### config.mk
export PLATFORM = sky130hd
export DESIGN_NAME = fetch_unit
export DESIGN_NICKNAME = d
export VERILOG_FILES = /design/src/rtl/fetch_unit.sv
export SDC_FILE = /design/constraint.sdc
export NUM_CORES = 1
export LEC_CHECK = 0
export CORE_MARGIN = 3
export CORE_UTILIZATION = 48
export CTS_CLUSTER_DIAMETER = 50
export DETAILED_ROUTE_END_ITERATION = 16
export HOLD_SLACK_MARGIN = 0.12
export PLACE_DENSITY = 0.89
export SETUP_SLACK_MARGIN = 0.3
export SYNTH_ARGS = -nofsm -noshare
export SYNTH_HDL_FRONTEND = slang
export SYNTH_SLANG_ARGS = --single-unit
### constraint.sdc
create_clock -name clk -period 5.46 [get_ports clk]
set_clock_uncertainty 0.1 [all_clocks]
set_input_delay 1.092 -clock clk [delete_from_list [all_inputs] [get_ports clk]]
set_output_delay 1.092 -clock clk [all_outputs]
set_load 0.02 [all_outputs]
### src/rtl/fetch_unit.sv
// rtl/fetch_unit.sv - single-outstanding instruction fetch unit with redirect and drain
module fetch_unit #(
    parameter logic [31:0] RESET_PC = 32'h0000_0000,
    parameter logic [31:0] NOP_INST = 32'h0000_0013
) (
    input  logic        clk,
    input  logic        rst_n,
    output logic        imem_req,
    output logic [31:0] imem_addr,
    input  logic        imem_rvalid,
    input  logic [31:0] imem_rdata,
    input  logic        redirect_valid,
    input  logic [31:0] redirect_pc,
    output logic [31:0] inst,
    output logic [31:0] inst_pc,
    output logic        inst_valid,
    input  logic        inst_ready
);

    typedef enum logic [2:0] {
        S_IDLE  = 3'd0,
        S_REQ   = 3'd1,
        S_WAIT  = 3'd2,
        S_HOLD  = 3'd3,
        S_DRAIN = 3'd4
    } state_t;

    state_t      state_q, state_d;
    logic [31:0] pc_q, pc_d;
    logic [31:0] inst_q, inst_d;
    logic [31:0] inst_pc_q, inst_pc_d;
    logic        inst_valid_q, inst_valid_d;

    // Request and address depend on state only, so the memory sees a clean pulse.
    assign imem_req   = (state_q == S_REQ);
    assign imem_addr  = pc_q;
    assign inst       = inst_q;
    assign inst_pc    = inst_pc_q;
    assign inst_valid = inst_valid_q;

    // State and datapath registers; reset abandons any outstanding fetch.
    always_ff @(posedge clk or negedge rst_n) begin
        if (!rst_n) begin
            state_q      <= S_IDLE;
            pc_q         <= RESET_PC;
            inst_q       <= NOP_INST;
            inst_pc_q    <= 32'h0;
            inst_valid_q <= 1'b0;
        end else begin
            state_q      <= state_d;
            pc_q         <= pc_d;
            inst_q       <= inst_d;
            inst_pc_q    <= inst_pc_d;
            inst_valid_q <= inst_valid_d;
        end
    end

    // Next-state logic; a redirect overrides every other event in the same cycle.
    always_comb begin
        state_d      = state_q;
        pc_d         = pc_q;
        inst_d       = inst_q;
        inst_pc_d    = inst_pc_q;
        inst_valid_d = inst_valid_q;

        if (redirect_valid) begin
            pc_d         = redirect_pc & 32'hFFFF_FFFC;
            inst_valid_d = 1'b0;
            inst_d       = NOP_INST;
            case (state_q)
                S_IDLE, S_HOLD: state_d = S_REQ;
                // The request issued this cycle is already in flight.
                S_REQ:          state_d = S_DRAIN;
                // A response landing now is discarded; otherwise wait it out.
                S_WAIT, S_DRAIN: state_d = imem_rvalid ? S_REQ : S_DRAIN;
                default:        state_d = S_IDLE;
            endcase
        end else begin
            case (state_q)
                S_IDLE: state_d = S_REQ;
                S_REQ:  state_d = S_WAIT;
                S_WAIT: begin
                    if (imem_rvalid) begin
                        inst_d       = imem_rdata;
                        inst_pc_d    = pc_q;
                        inst_valid_d = 1'b1;
                        pc_d         = pc_q + 32'd4;
                        state_d      = S_HOLD;
                    end
                end
                S_HOLD: begin
                    if (inst_valid_q && inst_ready) begin
                        inst_valid_d = 1'b0;
                        inst_d       = NOP_INST;
                        state_d      = S_REQ;
                    end
                end
                S_DRAIN: begin
                    if (imem_rvalid) begin
                        state_d = S_REQ;
                    end
                end
                default: state_d = S_IDLE;
            endcase
        end
    end

endmodule

==> flow_metrics.env <==
export IMPL_status="finished, final reports clean"
export IMPL_worstSetupEndpoint="imem_addr[26]"
export IMPL_critPathLaunchType="primary input"
export IMPL_multi_input_area_mm2=0.00180
export IMPL_busiest_layer="met2"
export IMPL_dp_hpwl_mm=8.97
export IMPL_synth_top_area_share=0.535
export IMPL_seq_area_mm2=0.00241
export IMPL_n_antenna_cell=0
export IMPL_synth_top_cells_by_area="dfrtp_1, nand2_1, a22o_1"
export IMPL_r2r_start="state_q[0]"
export IMPL_cp_num_cells=5
export IMPL_synth_common_cells="nand2_1, dfrtp_1, a22o_1"
export IMPL_io_pins=167
export IMPL_hold_path_class="flip-flop to flip-flop"
export IMPL_critical_path_buf_inv_count=1
export IMPL_n_fill_cell=652
export IMPL_avgSynthCellArea_um2=9.86
export IMPL_cpPeakStageDelay_ns=0.75
export IMPL_finalPower_mw=2.22
export IMPL_rsz0062_at_grt="false"
export IMPL_layout_drive_gt1_share=0.0556
export IMPL_grt_start_max_net_pins=50
export IMPL_grt_pass1_wl_mm=20.1
export IMPL_drtPass1Iterations=4
export IMPL_synth_cell_types=46
export IMPL_cp_max_fo=21
export IMPL_p_per_area_mw_per_mm2=360
export IMPL_drv_slew=0
export IMPL_met1_usage=0.309
export IMPL_critPathArrivalTime_ns=3.91
export IMPL_post_cts_buffers=0
export IMPL_post_route_drc_count=0
export IMPL_max_vdd_ir_drop_mv=0.173
export IMPL_io_buffers=160
export IMPL_floorplan_initialDensity=0.496
export IMPL_synth_top_area_cell="dfrtp_1"
export IMPL_wl_mm=12.7
export IMPL_crit_type="primary input to flip-flop"
export IMPL_min_period_ns=3.74
export IMPL_yosysMostFrequentCell="nand2_1"
export IMPL_tightest_slew_ns=1.19
export IMPL_slowest_stage="nand4_1"
export IMPL_clkSlewWorstSetupHoldPaths_ns=0.10
export IMPL_netlist_area_mm2=0.00435
export IMPL_r2r_cells=4
export IMPL_regToRegSetupSlack_ns=2.56
export IMPL_final_nets=659
export IMPL_synth_ff_type="dfrtp_1"
export IMPL_place_area_mm2=0.00599
export IMPL_yosysWarningCount=0
export IMPL_design_core_area_mm2=0.00876
export IMPL_gr_usage_all_layers=0.248
export IMPL_cts_buffers=9
export IMPL_use_met2=0.420
export IMPL_clockBufferDepth=2
export IMPL_grt_pass1_vias=4028
export IMPL_synthCells=441
export IMPL_die_h_um=101
export IMPL_fmax_ghz=0.268
export IMPL_cts_root_buffer="clkbuf_8"
export IMPL_async_flop_share=1.00
export IMPL_critPathCaptureType="flip-flop"
export IMPL_grtUsageMet3=0.0737
export IMPL_final_area_mm2=0.00617
export IMPL_rows=34
export IMPL_via_per_inst=5.73
export IMPL_htreeDepth=3
export IMPL_worstSkewPairLatency_ns=0.36
export IMPL_yosysSeqAreaShare=0.553
export IMPL_synth_edf_count=0
export IMPL_crit_path_start="imem_rvalid"
export IMPL_place_congestion=0.814
export IMPL_antenna_left=0
export IMPL_antenna_found_initial=0
export IMPL_r2r_end="imem_addr[26]"
export IMPL_grt_overflow_total=0
export IMPL_die_w_um=101
export IMPL_clock_sinks=96
export IMPL_crit_family="simple AND/OR/NAND/NOR gates"
export IMPL_critical_path_cell_chain="clkdlybuf4s50_1 -> and4bb_1 -> nand4_1 -> or4_1 -> a31oi_1"
export IMPL_leakage_nw=2.65
export IMPL_finalHoldViolations=0
export IMPL_setup_violations=0
export IMPL_synth_seq_cells=96
export IMPL_initialDrtViolationCount=174
export IMPL_drv_cap=0
export IMPL_syn_to_final_growth_pct=42.0
export IMPL_crit_required_ns=5.63
export IMPL_fin_crit_sh=0.685
export IMPL_vias=4023
export IMPL_setup_tns_ns=0
export IMPL_cts_tree="yes"
export IMPL_wl_per_cell_um=18.0
export IMPL_cts_hold_buf=0
export IMPL_ctsResizeCount=0
export IMPL_relSlewSlack=0.205
export IMPL_die_area_mm2=0.0102
cell usage in the layout, fill, tap and decap left out, drive strengths merged, types with 3 or more instances in the layout:
cell	instances
or4	15
nor4	3
nand4	15
a22o	29
nand3	15
a31oi	16
clkbuf	10
and4	6
nor2	25
xor2	6
clkdlybuf4s50	159
dfstp	3
o21ai	16
nand2	109
clkinv	6
and3	5
a31o	3
and2	3
buf	5
dfrtp	93
o31ai	13
inv	6
conb	4
o32a	3
worst min-delay path: stages, from the launching register on:
cell     delay, ns
dfrtp_1       0.36
nand2_1       0.05
nand2_1       0.05
how the worst min path moves through the flow:
stage                 from          end  depth (start not counted)
5_1_grt           inst[29]     inst[29]                          1
6_report        inst_pc[2]   inst_pc[2]                          2
2_1_floorplan   state_q[2]   state_q[1]                          1
4_1_cts         inst_pc[5]   inst_pc[5]                          2
3_5_place_dp    inst_pc[5]   inst_pc[5]                          2
3_3_place_gp   inst_pc[31]  inst_pc[31]                          2
stage by stage:
stage | util | instances | hold WS, ns | setup slack (ns)
after floorplan | - | 444 | 0.407 | 2.85
after CTS | 0.705 | 702 | 0.388 | 1.72
after global placement | 0.684 | 686 | 0.359 | 1.47
final | 0.705 | 702 | 0.384 | 1.72
after detailed placement | 0.684 | 686 | 0.364 | 1.35
after global routing | 0.705 | 702 | 0.428 | 1.56
report_power, final:
| group | switching, mW | internal [mW] |
|---|---|---|
| Sequential | 0.130 | 0.858 |
| Clock | 0.256 | 0.180 |
| Combinational | 0.408 | 0.391 |
| Total | 0.794 | 1.43 |
layout make-up:
type | instances | share of cell area
Clock inverter | 6 | 0.00729
Clock buffer | 10 | 0.0223
Inverter | 6 | 0.00365
Multi-Input combinational cell | 312 | 0.291
Timing Repair Buffer | 164 | 0.264
Sequential cell | 96 | 0.390
Tap cell | 108 | 0.0219
per-layer routing:
metal | vias to the layer above | routed length [um]
met1 | 1974 | 5120
met2 | 156 | 6280
met4 | 0 | 242
met3 | 17 | 1030
met5 | - | 0
li1 | 1876 | -
sequential cells by signal, indices dropped and copies added (netlist names):
register,count
imem_addr,30
inst,32
inst_pc,30
inst_valid,1
state_q,3
kinds of logic (layout without fill, tap and decap cells):
group | Yosys count | after routing | synth area share
AND/OR/NAND/NOR | 207 | 207 | 0.232
flip-flops | 96 | 96 | 0.553
AO/OA/AOI/OAI | 91 | 91 | 0.155
buffers and inverters | 36 | 186 | 0.0377
XOR/XNOR | 8 | 8 | 0.0161
adder cells (fa/ha/maj) | 1 | 1 | 0.00288
other | 1 | 4 | 0.000862
multiplexers | 1 | 1 | 0.00230
(Power assumes the default switching activity.)
